## config.mk

```make
export PLATFORM = sky130hd
export DESIGN_NAME = fp_mode_scheduler
export DESIGN_NICKNAME = d
export VERILOG_FILES = /design/src/rtl/fp_formats_pkg.sv /design/src/rtl/fp_mode_scheduler_drain_timer.sv /design/src/rtl/fp_mode_scheduler.sv
export SDC_FILE = /design/constraint.sdc
export NUM_CORES = 1
export LEC_CHECK = 0
export CORE_MARGIN = 10
export CORE_UTILIZATION = 25
export DETAILED_ROUTE_END_ITERATION = 10
export GPL_TIMING_DRIVEN = 0
export SLEW_MARGIN = 0
export SYNTH_ARGS = -nofsm -noshare
export SYNTH_HDL_FRONTEND = slang
export SYNTH_SLANG_ARGS = --single-unit
```

## constraint.sdc

```tcl
create_clock -name clk -period 3.14 [get_ports clk]
set_clock_uncertainty 0.05 [all_clocks]
set_input_delay 0.785 -clock clk [delete_from_list [all_inputs] [get_ports clk]]
set_output_delay 0.785 -clock clk [all_outputs]
set_load 0.005 [all_outputs]
```

## src/rtl/fp_formats_pkg.sv

```systemverilog
// Shared numeric-format definitions for the systolic array and the
// scheduler that feeds it.
package fp_formats_pkg;

  typedef enum logic [1:0] {
    FP8_E4M3 = 2'b00,
    FP8_E5M2 = 2'b01,
    BF16     = 2'b10
  } fp_mode_e;

  localparam logic [1:0] FP_MODE_ILLEGAL = 2'b11;

  typedef enum logic [1:0] {
    IDLE  = 2'b00,
    DRAIN = 2'b01,
    CFG   = 2'b10,
    ISSUE = 2'b11
  } sched_state_e;

endpackage

```

## src/rtl/fp_mode_scheduler_drain_timer.sv

```systemverilog
// Tracks how long the array pipeline still holds work: reloads on every
// accepted beat, otherwise counts down and sticks at zero.
module fp_drain_timer #(
  parameter int ARRAY_LAT = 16
) (
  input  logic clk,
  input  logic rst_n,
  input  logic load,
  output logic cnt_zero
);

  localparam int CW = $clog2(ARRAY_LAT + 1);

  logic [CW-1:0] cnt_q, cnt_d;

  always_comb begin
    cnt_d = cnt_q;
    if (load)              cnt_d = CW'(ARRAY_LAT);
    else if (cnt_q != '0)  cnt_d = cnt_q - 1'b1;
  end

  always_ff @(posedge clk) begin
    if (!rst_n) cnt_q <= '0;
    else        cnt_q <= cnt_d;
  end

  assign cnt_zero = (cnt_q == '0);

endmodule

```

## src/rtl/fp_mode_scheduler.sv

```systemverilog
// Feeds tile jobs into the systolic array, reconfiguring its numeric format
// only once the pipeline has drained.
module fp_mode_scheduler
  import fp_formats_pkg::*;
#(
  parameter int ARRAY_LAT  = 16,
  parameter int SWITCH_CYC = 2,
  parameter int LEN_W      = 16
) (
  input  logic             clk,
  input  logic             rst_n,
  input  logic             job_valid,
  output logic             job_ready,
  input  logic [1:0]       job_mode,
  input  logic [LEN_W-1:0] job_len,
  output logic [1:0]       arr_mode,
  output logic             arr_cfg_we,
  output logic             arr_beat_valid,
  input  logic             arr_beat_ready,
  output logic             arr_last,
  output logic             busy,
  output logic             err_mode
);

  localparam int SW = $clog2(SWITCH_CYC + 1);

  sched_state_e     state_q, state_d;
  fp_mode_e         mode_q, mode_d;
  logic [1:0]       arr_mode_q, arr_mode_d;
  logic             cfg_valid_q, cfg_valid_d;
  logic [SW-1:0]    cfg_cnt_q, cfg_cnt_d;
  logic [LEN_W-1:0] remaining_q, remaining_d;
  logic             cfg_we_q, cfg_we_d;
  logic             beat_valid_q, beat_valid_d;
  logic             err_q, err_d;
  logic             hs, drain_zero;

  assign hs = beat_valid_q & arr_beat_ready;

  fp_drain_timer #(.ARRAY_LAT(ARRAY_LAT)) u_drain (
    .clk      (clk),
    .rst_n    (rst_n),
    .load     (hs),
    .cnt_zero (drain_zero)
  );

  always_comb begin
    state_d     = state_q;
    mode_d      = mode_q;
    arr_mode_d  = arr_mode_q;
    cfg_valid_d = cfg_valid_q;
    cfg_cnt_d   = cfg_cnt_q;
    remaining_d = remaining_q;
    err_d       = 1'b0;
    if (hs) remaining_d = remaining_q - 1'b1;
    case (state_q)
      IDLE: begin
        if (job_valid) begin
          if (job_mode == FP_MODE_ILLEGAL) begin
            err_d = 1'b1;
          end else if (job_len != '0) begin
            remaining_d = job_len;
            if (!cfg_valid_q || job_mode != arr_mode_q) begin
              mode_d  = fp_mode_e'(job_mode);
              state_d = drain_zero ? CFG : DRAIN;
            end else begin
              state_d = ISSUE;
            end
          end
        end
      end
      DRAIN: if (drain_zero) state_d = CFG;
      CFG: begin
        if (cfg_cnt_q == SW'(SWITCH_CYC - 1)) begin
          state_d     = ISSUE;
          cfg_valid_d = 1'b1;
          cfg_cnt_d   = '0;
        end else begin
          cfg_cnt_d = cfg_cnt_q + 1'b1;
        end
      end
      ISSUE: if (hs && remaining_q == LEN_W'(1)) state_d = IDLE;
      default: state_d = IDLE;
    endcase
    // Format is committed on the edge that enters CFG; straight from IDLE the
    // latched copy is not yet written, so take it from the request.
    if (state_d == CFG && state_q != CFG)
      arr_mode_d = (state_q == IDLE) ? job_mode : mode_q;
    cfg_we_d     = (state_d == CFG);
    beat_valid_d = (state_d == ISSUE);
  end

  always_ff @(posedge clk) begin
    if (!rst_n) begin
      state_q      <= IDLE;
      mode_q       <= FP8_E4M3;
      arr_mode_q   <= 2'b00;
      cfg_valid_q  <= 1'b0;
      cfg_cnt_q    <= '0;
      remaining_q  <= '0;
      cfg_we_q     <= 1'b0;
      beat_valid_q <= 1'b0;
      err_q        <= 1'b0;
    end else begin
      state_q      <= state_d;
      mode_q       <= mode_d;
      arr_mode_q   <= arr_mode_d;
      cfg_valid_q  <= cfg_valid_d;
      cfg_cnt_q    <= cfg_cnt_d;
      remaining_q  <= remaining_d;
      cfg_we_q     <= cfg_we_d;
      beat_valid_q <= beat_valid_d;
      err_q        <= err_d;
    end
  end

  assign job_ready      = (state_q == IDLE);
  assign arr_mode       = arr_mode_q;
  assign arr_cfg_we     = cfg_we_q;
  assign arr_beat_valid = beat_valid_q;
  assign arr_last       = beat_valid_q & (remaining_q == LEN_W'(1));
  assign busy           = (state_q != IDLE) | ~drain_zero;
  assign err_mode       = err_q;

endmodule

```

[After elaboration in Yosys (flattened, before gate mapping)]
Index checks and enable logic that the tools add are counted.
Word-level totals
  input bits: 22
  register bits after elaboration: 33
  word-level logic and storage cells: 63
  output and inout bits: 8
Operators by class
  reductions and logical operators: 14
  muxes and demuxes: 19
  add/sub/neg operators: 3
  bitwise logic cells: 6
  equal/unequal tests: 10
Operators by type and width (count)
  2-to-1 mux 16 bit: 5
  2-to-1 mux 2 bit: 10
  == test 16 x 1 -> 1 bit, second input constant: 1
  nonzero test 16 bit: 1
  subtractor 16 x 1 -> 16 bit, second input constant: 1
  == test 2 bit, second input constant: 5
  2-to-1 mux 5 bit: 2
  case mux 2 bit (4 select lines): 1
  zero test 5 bit: 1
  AND reduction 5 bit: 1
  nonzero test 5 bit: 1
  subtractor 5 x 1 -> 5 bit, second input constant: 1
  == test 2 x 1 -> 1 bit, second input constant: 2
  nonzero test 2 bit: 2
  NOT 1 bit: 3
  AND reduction 3 bit: 1
  adder 2 x 1 -> 2 bit, second input constant: 1
  AND 1 bit: 2
  logical AND 1 bit: 2
  zero test 2 bit: 1
  != test 2 bit: 1
  != test 2 bit, second input constant: 1
  AND reduction 2 bit: 1
  OR reduction 2 bit: 1
  other kinds (4): 4

[Depth between registers and ports, before layout]
Gate-level depths: netlist of run 1.
  depth after elaboration: 9
  depth in mapped cells: 8
  gate-level depth less buffers: 8

[Hierarchy]
From an unflattened synthesis of run 1, not the netlist that was laid out.
Unflattened totals
  cell total of the unflattened synthesis: 205
  area total of the unflattened synthesis: 1754.2 sq um
By module, submodules not included
  fp_mode_scheduler: instances 1, cells an instance 180, area an instance 1524.0 sq um, sequential area each 560.5 sq um
  fp_drain_timer: instances 1, cells an instance 25, area an instance 230.2 sq um, sequential area each 100.1 sq um

[Least setup slack after synthesis of run 1]
Ideal clock, no wire load.
  path type: reg-to-reg
  start: register remaining_q[1]
  end: register arr_mode_q[0], in the netlist arr_mode[0]
  library setup time: 0.119 ns
  cell stages (with the launch flop): 9
  arrival time: 2.362 ns
  clock period less this slack: 2.531 ns
  setup slack: 0.609 ns
  cell sequence: dfxtp_1 -> inv_1 -> ha_1 -> or4bb_2 -> or4_4 -> o21ai_0 -> o2111ai_1 -> and3_1 -> o221a_2
Between the ends
  word-level cells in the longest chain between the ends: 6
Ends and longest elaborated chain
  start: declaration: line fp_mode_scheduler.sv:32  | logic [LEN_W-1:0] remaining_q, remaining_d;
  start signal: assignment: line fp_mode_scheduler.sv:110  | remaining_q <= remaining_d;
  == test 16 x 1 -> 1 bit: line fp_mode_scheduler.sv:82  | ISSUE: if (hs && remaining_q == LEN_W'(1)) state_d = IDLE;
  logical AND 1 bit: line fp_mode_scheduler.sv:82
  2-to-1 mux 2 bit: line fp_mode_scheduler.sv:82
  case mux 2 bit (4 select lines): line fp_mode_scheduler.sv:56  | case (state_q)
  == test 2 bit: line fp_mode_scheduler.sv:87  | if (state_d == CFG && state_q != CFG)
  logical AND 1 bit: line fp_mode_scheduler.sv:87
  end signal: assignment: line fp_mode_scheduler.sv:107  | arr_mode_q <= arr_mode_d;
  end: declaration: line fp_mode_scheduler.sv:29  | logic [1:0] arr_mode_q, arr_mode_d;
No other way between the ends.
A chain may end at the register's enable or synchronous reset.

[Worst setup path in the final report of run 1]
  start: register remaining_q[1]
  end: output port arr_last
Between the ends
  word-level cells in the longest chain between the ends: 2
Ends and longest elaborated chain
  == test 16 x 1 -> 1 bit: line fp_mode_scheduler.sv:121  | assign arr_last = beat_valid_q & (remaining_q == LEN_W'(1));
  AND 1 bit: line fp_mode_scheduler.sv:121
  end: declaration: line fp_mode_scheduler.sv:20  | output logic arr_last,
No other way between the ends.

==> results.yml, run 1 <==
status:
  status: "complete, no violations"
layout:
  design_area_um2: 2202
  areaGrowthSynthToFinish_pct: 27.72
  diodes: 0
  layout.nets: 263
  drive_gt1_share_pct: 7.983
  layout.cells.non_filler: 318
yosys:
  synth_seq_cells: 33
  synth_cell_type_count: 38
  async_flop_share_pct: 0
  synth_fp_nets: 227
  synth_top_flop_cell: "dfxtp_1"
  netlist_instances: 201
  synth_area_per_cell_um2: 8.578
  synth_seq_area_share_pct: 38.32
  yosys.area.top_type_share_pct: 38.32
  yosysTopAreaCell: "dfxtp_1"
  ys_warn_count: 0
  netlist_area_um2: 1724
  synth-edff-count: 0
  synth.area.top_cells: "dfxtp_1, xnor2_1, o211a_1"
detailed_routing:
  drc: 0
  route.antenna.remaining_nets: 0
  num_vias: 1533
  via_per_inst: 4.821
  drt-pass1-iter-count: 4
  drtIter0Drc: 41
  wl_um: 4190
  wl_per_cell_um: 13.18
sta:
  finalHoldViolations: 0
  max_freq_mhz: 331.3
  rsz0062_at_grt: "false"
  min_period_ns: 3.019
  hold_ws_ns: 0.4481
  worst_pin_slew_ns: 0.5035
  finalCritPeriodShare_pct: 96.14
  slew_viol_final: 0
  finalSetupViolations: 0
  fin_setup_tns_ns: 0
  slew_headroom_pct: 66.43
cts:
  holdBufCountCts: 0
  cts_sinks: 33
  clk_latency_ns: 0.28
  clockRootBuffer: "clkbuf_8"
  htreeDepth: 2
  tritoncts: "built"
  clk_pin_slew_worst_paths_ns: 0.07
  cts_buffer_depth: 2
  cts_made_buffers: 5
global_route:
  gr-total-overflow: 0
  grt_max_degree: 11
  grt_usage_pct: 8.096
  antenna_found_initial: 0
  grt_pass1_vias: 1447
  grt_first_pass_wirelength_um: 6699
floorplanning:
  start_util_pct: 25.52
  io_pins: 30
  die_h_um: 103.0
  die_area_um2: 10620
  num_rows: 30
  coreArea_um2: 6756
  die_w_um: 103.0
placement:
  dp_cells: 309
  io_buffers: 28
  gp_congestion: 0.7569
  placed_area_um2: 2105
  dpl.hpwl_um: 3247
pwr:
  p_int_w: 0.001160
  p_clk_share_pct: 16.3
  p_total_w: 0.001880
  switching_share_pct: 38.31
  powerDensity_nw_per_um2: 853.7
  seq_power_share_pct: 36.5
  leakagePower_nw: 0.9194
  peakVddDrop_v: 0.0002575
  combPwrFrac_pct: 47.1
  power.switching_w: 0.0007203
setup_path:
  cp_slowest_cell: "or4bb_2"
  startpoint_type: "register"
  critPathKind: "reg2out"
  worstPathArrival_ns: 2.18
  cpPeakStageDelay_ns: 0.60
  worstPathCellList: "inv_2, ha_2, or4bb_2, or4_4, inv_1, clkdlybuf4s15_1"
  cp.required_ns: 2.30
  crit_buf_inv: 3
  endpoint_kind: "output pin"
  path_delay_family: "simple AND/OR/NAND/NOR gates"
  cp_max_fo: 3
run:
  drv_cap: 0
worst_hold_path:
  holdCritPathClass: "reg2reg"
-- registers in the layout (all words and copies together) (netlist names) --
register / cells
arr_beat_valid: 1
arr_cfg_we: 1
arr_mode: 2
cfg_cnt_q: 2
cfg_valid_q: 1
err_mode: 1
mode_q: 2
remaining_q: 16
state_q: 2
u_drain.cnt_q: 5
-- timing repair --
| action | in CTS | in global routing |
|---|---|---|
| pin swaps | 1 | 0 |
| setup endpoints to repair | 1 | 2 |
| resized for setup | 1 | 5 |
| cloned | 0 | 0 |
| setup buffers | 1 | 0 |
-- cell usage in the layout (no fill, tap or decap), types with 4 or more instances in the layout --
master           count
clkbuf_8             5
clkdlybuf4s50_1     27
xnor2_1             16
nor4_1               8
o211a_1             12
dfxtp_1             32
nor2b_1              4
o21ai_0              7
inv_1                7
nor2_1              17
a21oi_1              6
nand3_1              6
clkbuf_1            10
nand2_1             25
nor3_1              10
-- through the flow --
step                util, %  setup WS, ns
CTS                   32.43       0.04369
global placement      31.15       0.06475
detailed placement    31.15       0.03636
floorplan                 -        0.6093
finish                32.59        0.1212
global route          32.59       0.02555
-- power groups by stage --
stage	clock (W)	combinational, W	sequential [W]
2_1_floorplan	0	0.000634	0.000664
3_3_place_gp	0	0.000879	0.000689
3_5_place_dp	0	0.000889	0.000690
4_1_cts	0.000315	0.000893	0.000682
5_1_grt	0.000339	0.000992	0.000708
6_report	0.000307	0.000886	0.000687
-- per-layer routing --
layer	vias up	global-route usage, %	wire length, µm
li1	787	-	-
met1	692	10.89	2126
met2	48	11.65	1729
met3	6	2.949	277
met4	0	2.567	57
met5	-	0	0
-- cell type report --
class / instances / area, µm²
tap: 80 / 100.1
clock buffer: 8 / 80.08
timing repair buffer: 29 / 287.8
inverter: 8 / 30.03
buffer: 8 / 31.28
sequential: 33 / 661.9
fill: 760 / 4554
multi-input combinational: 152 / 1011
-- cell usage after synthesis (3+ instances only) --
cell,count
dfxtp_1,33
nand2_1,25
nor2_1,17
xnor2_1,16
o211a_1,12
nor3_1,10
inv_1,8
nor4_1,8
clkbuf_1,7
o21ai_0,7
a21oi_1,6
nand3_1,6
ha_1,4
nor2b_1,4
and2_1,3
and3_1,3
nand3b_1,3
-- cell families after synthesis --
kind of cell | share of synthesized area [%]
compound gates | 16.04
xor+xnor | 9.144
fa+ha+maj | 2.903
buf+inv | 3.556
flops | 38.32
mux | 1.161
simple gates | 28.88
-- worst paths after layout --
path,slack [ns],endpoint,cells past startpoint,from
worst max register to register,0.32,arr_mode[0]$_SDFFE_PN0P_,9,remaining_q[1]$_SDFF_PN0_
worst min-delay path,0.45,cfg_valid_q$_SDFFE_PN0P_,1,cfg_valid_q$_SDFFE_PN0P_
worst min register to register,0.45,cfg_valid_q$_SDFFE_PN0P_,1,cfg_valid_q$_SDFFE_PN0P_
worst max-delay path,0.12,arr_last,6,remaining_q[1]$_SDFF_PN0_
No activity file was read; power rests on OpenSTA's default activity.
==> run 2, diff against run 1 <==
--- a/config.mk
+++ b/config.mk
@@ -9,5 +9,6 @@
 export CORE_UTILIZATION = 25
 export DETAILED_ROUTE_END_ITERATION = 10
-export GPL_TIMING_DRIVEN = 0
+export GPL_TIMING_DRIVEN = 1
+export SKIP_LAST_GASP = 1
 export SLEW_MARGIN = 0
 export SYNTH_ARGS = -nofsm -noshare
==> constraint.sdc (replaced) <==
create_clock -name clk -period 3.14 [get_ports clk]
set_clock_uncertainty 0.05 [all_clocks]
set_input_delay 0.314 -clock clk [delete_from_list [all_inputs] [get_ports clk]]
set_output_delay 0.314 -clock clk [all_outputs]
set_load 0.005 [all_outputs]
==> results.yml, run 2 (synthesis gave the netlist of run 1 again) <==
status:
  status: "complete, no violations"
detailed_routing:
  drt-pass1-iter-count: 4
  drtIter0Drc: 25
  num_vias: 1472
  via_per_inst: 4.718
  drc: 0
  wl_per_cell_um: 12.53
  wl_um: 3909
  route.antenna.remaining_nets: 0
cts:
  holdBufCountCts: 0
  tritoncts: "built"
  post_cts_buffers: 0
  clk_latency_ns: 0.28
  clk_pin_slew_worst_paths_ns: 0.06
  cts_made_buffers: 5
  post_cts_resized: 0
  cts_sinks: 33
  cts_buffer_depth: 2
  clockRootBuffer: "clkbuf_8"
  htreeDepth: 2
setup_path:
  crit_path_frequent_cell: "inv_1"
  rrSetupSlack_ns: 0.48
  cpPeakStageDelay_ns: 0.60
  cp.required_ns: 2.78
  critPathKind: "reg2out"
  cp_slowest_cell: "or4bb_2"
  worstPathCellList: "inv_1, ha_1, or4bb_2, or4_4, inv_1, clkdlybuf4s50_1"
  endpoint_kind: "output pin"
  cp_max_fo: 3
  worstPathArrival_ns: 2.52
  startpoint_type: "register"
global_route:
  grt_pass1_vias: 1459
  antenna_found_initial: 0
  grt_max_degree: 32
  gr-total-overflow: 0
  grt_first_pass_wirelength_um: 6637
  grt_usage_pct: 7.665
floorplanning:
  io_pins: 30
  die_area_um2: 10620
  coreArea_um2: 6756
  start_util_pct: 25.52
  die_h_um: 103.0
  num_rows: 30
  die_w_um: 103.0
pwr:
  leakagePower_nw: 0.9144
  powerDensity_nw_per_um2: 849.6
  peakVddDrop_v: 0.0002850
sta:
  min_period_ns: 2.886
  finalSetupViolations: 0
  worst_pin_slew_ns: 1.005
  rsz0062_at_grt: "false"
  slew_viol_final: 0
  max_freq_mhz: 346.5
  fin_setup_tns_ns: 0
  slew_headroom_pct: 32.81
  finalCritPeriodShare_pct: 91.92
  finalHoldViolations: 0
layout:
  top_regs: "remaining_q x16, u_drain.cnt_q x5"
  layout_commonest_cell: "dfxtp_1"
  diodes: 0
  layout.cells.most_common_list: "dfxtp_1, clkdlybuf4s50_1, nand2_1, nor2_1, xnor2_1"
  areaGrowthSynthToFinish_pct: 26.34
  design_area_um2: 2178
  largest_reg_flops: 16
  drive_gt1_share_pct: 6.466
  layout.nets: 257
  regMostFlops: "remaining_q"
  fill_cells: 726
placement:
  gp_congestion: 0.7328
  io_buffers: 29
  dpl.hpwl_um: 2932
  placed_area_um2: 2098
run:
  drv_cap: 0
worst_hold_path:
  holdCritPathClass: "reg2reg"
[run 2: area by class of cell]
type                            instances  area, µm²  area share, %
Multi-Input combinational cell        152       1002          46.01
Sequential cell                        33      660.6          30.33
Timing Repair Buffer                   31      305.3          14.01
Tap cell                               80      100.1          4.595
Clock buffer                            8      80.08          3.676
Inverter                                8      30.03          1.379
[run 2: final timing paths]
path                         endpoint                       from  depth (start not counted)
max reg2reg  arr_mode[1]$_SDFFE_PN0P_  remaining_q[1]$_SDFF_PN0_                          8
min          cfg_valid_q$_SDFFE_PN0P_   cfg_valid_q$_SDFFE_PN0P_                          1
max                          arr_last  remaining_q[1]$_SDFF_PN0_                          6
min reg2reg  cfg_valid_q$_SDFFE_PN0P_   cfg_valid_q$_SDFFE_PN0P_                          1
[run 2: report_power, final]
part | internal [W] | switching [W]
clock | 0.000157 | 0.000144
sequential | 0.000559 | 0.000137
combinational | 0.000443 | 0.000411
[run 2: worst max-delay path, delay by kind of cell (launching register included)]
family,cells,cell delay [ns]
AND/OR/NAND/NOR,2,1.14
buffers and inverters,3,0.64
adder cells (fa/ha/maj),1,0.13
flip-flops,1,0.32
[run 2: through the flow]
stage,util [%],total power (W),instances,hold WS (ns),setup slack (ns)
2_1_floorplan,-,0.001299,201,0.3899,0.6093
3_3_place_gp,31.06,0.001561,304,0.4065,0.5335
3_5_place_dp,31.06,0.001565,304,0.4164,0.4979
4_1_cts,32.24,0.001873,312,0.4310,0.2310
5_1_grt,32.24,0.002026,312,0.4374,0.1708
6_report,32.24,0.001851,312,0.4204,0.2538
[run 2: per-layer routing]
metal | part of all wire, % | vias up | global-route usage [%]
met2 | 41 | 38 | 11.41
met5 | 0 | - | 0
met1 | 52 | 660 | 10.14
met4 | 0.49 | 0 | 1.925
met3 | 6.2 | 2 | 2.882
li1 | - | 772 | -
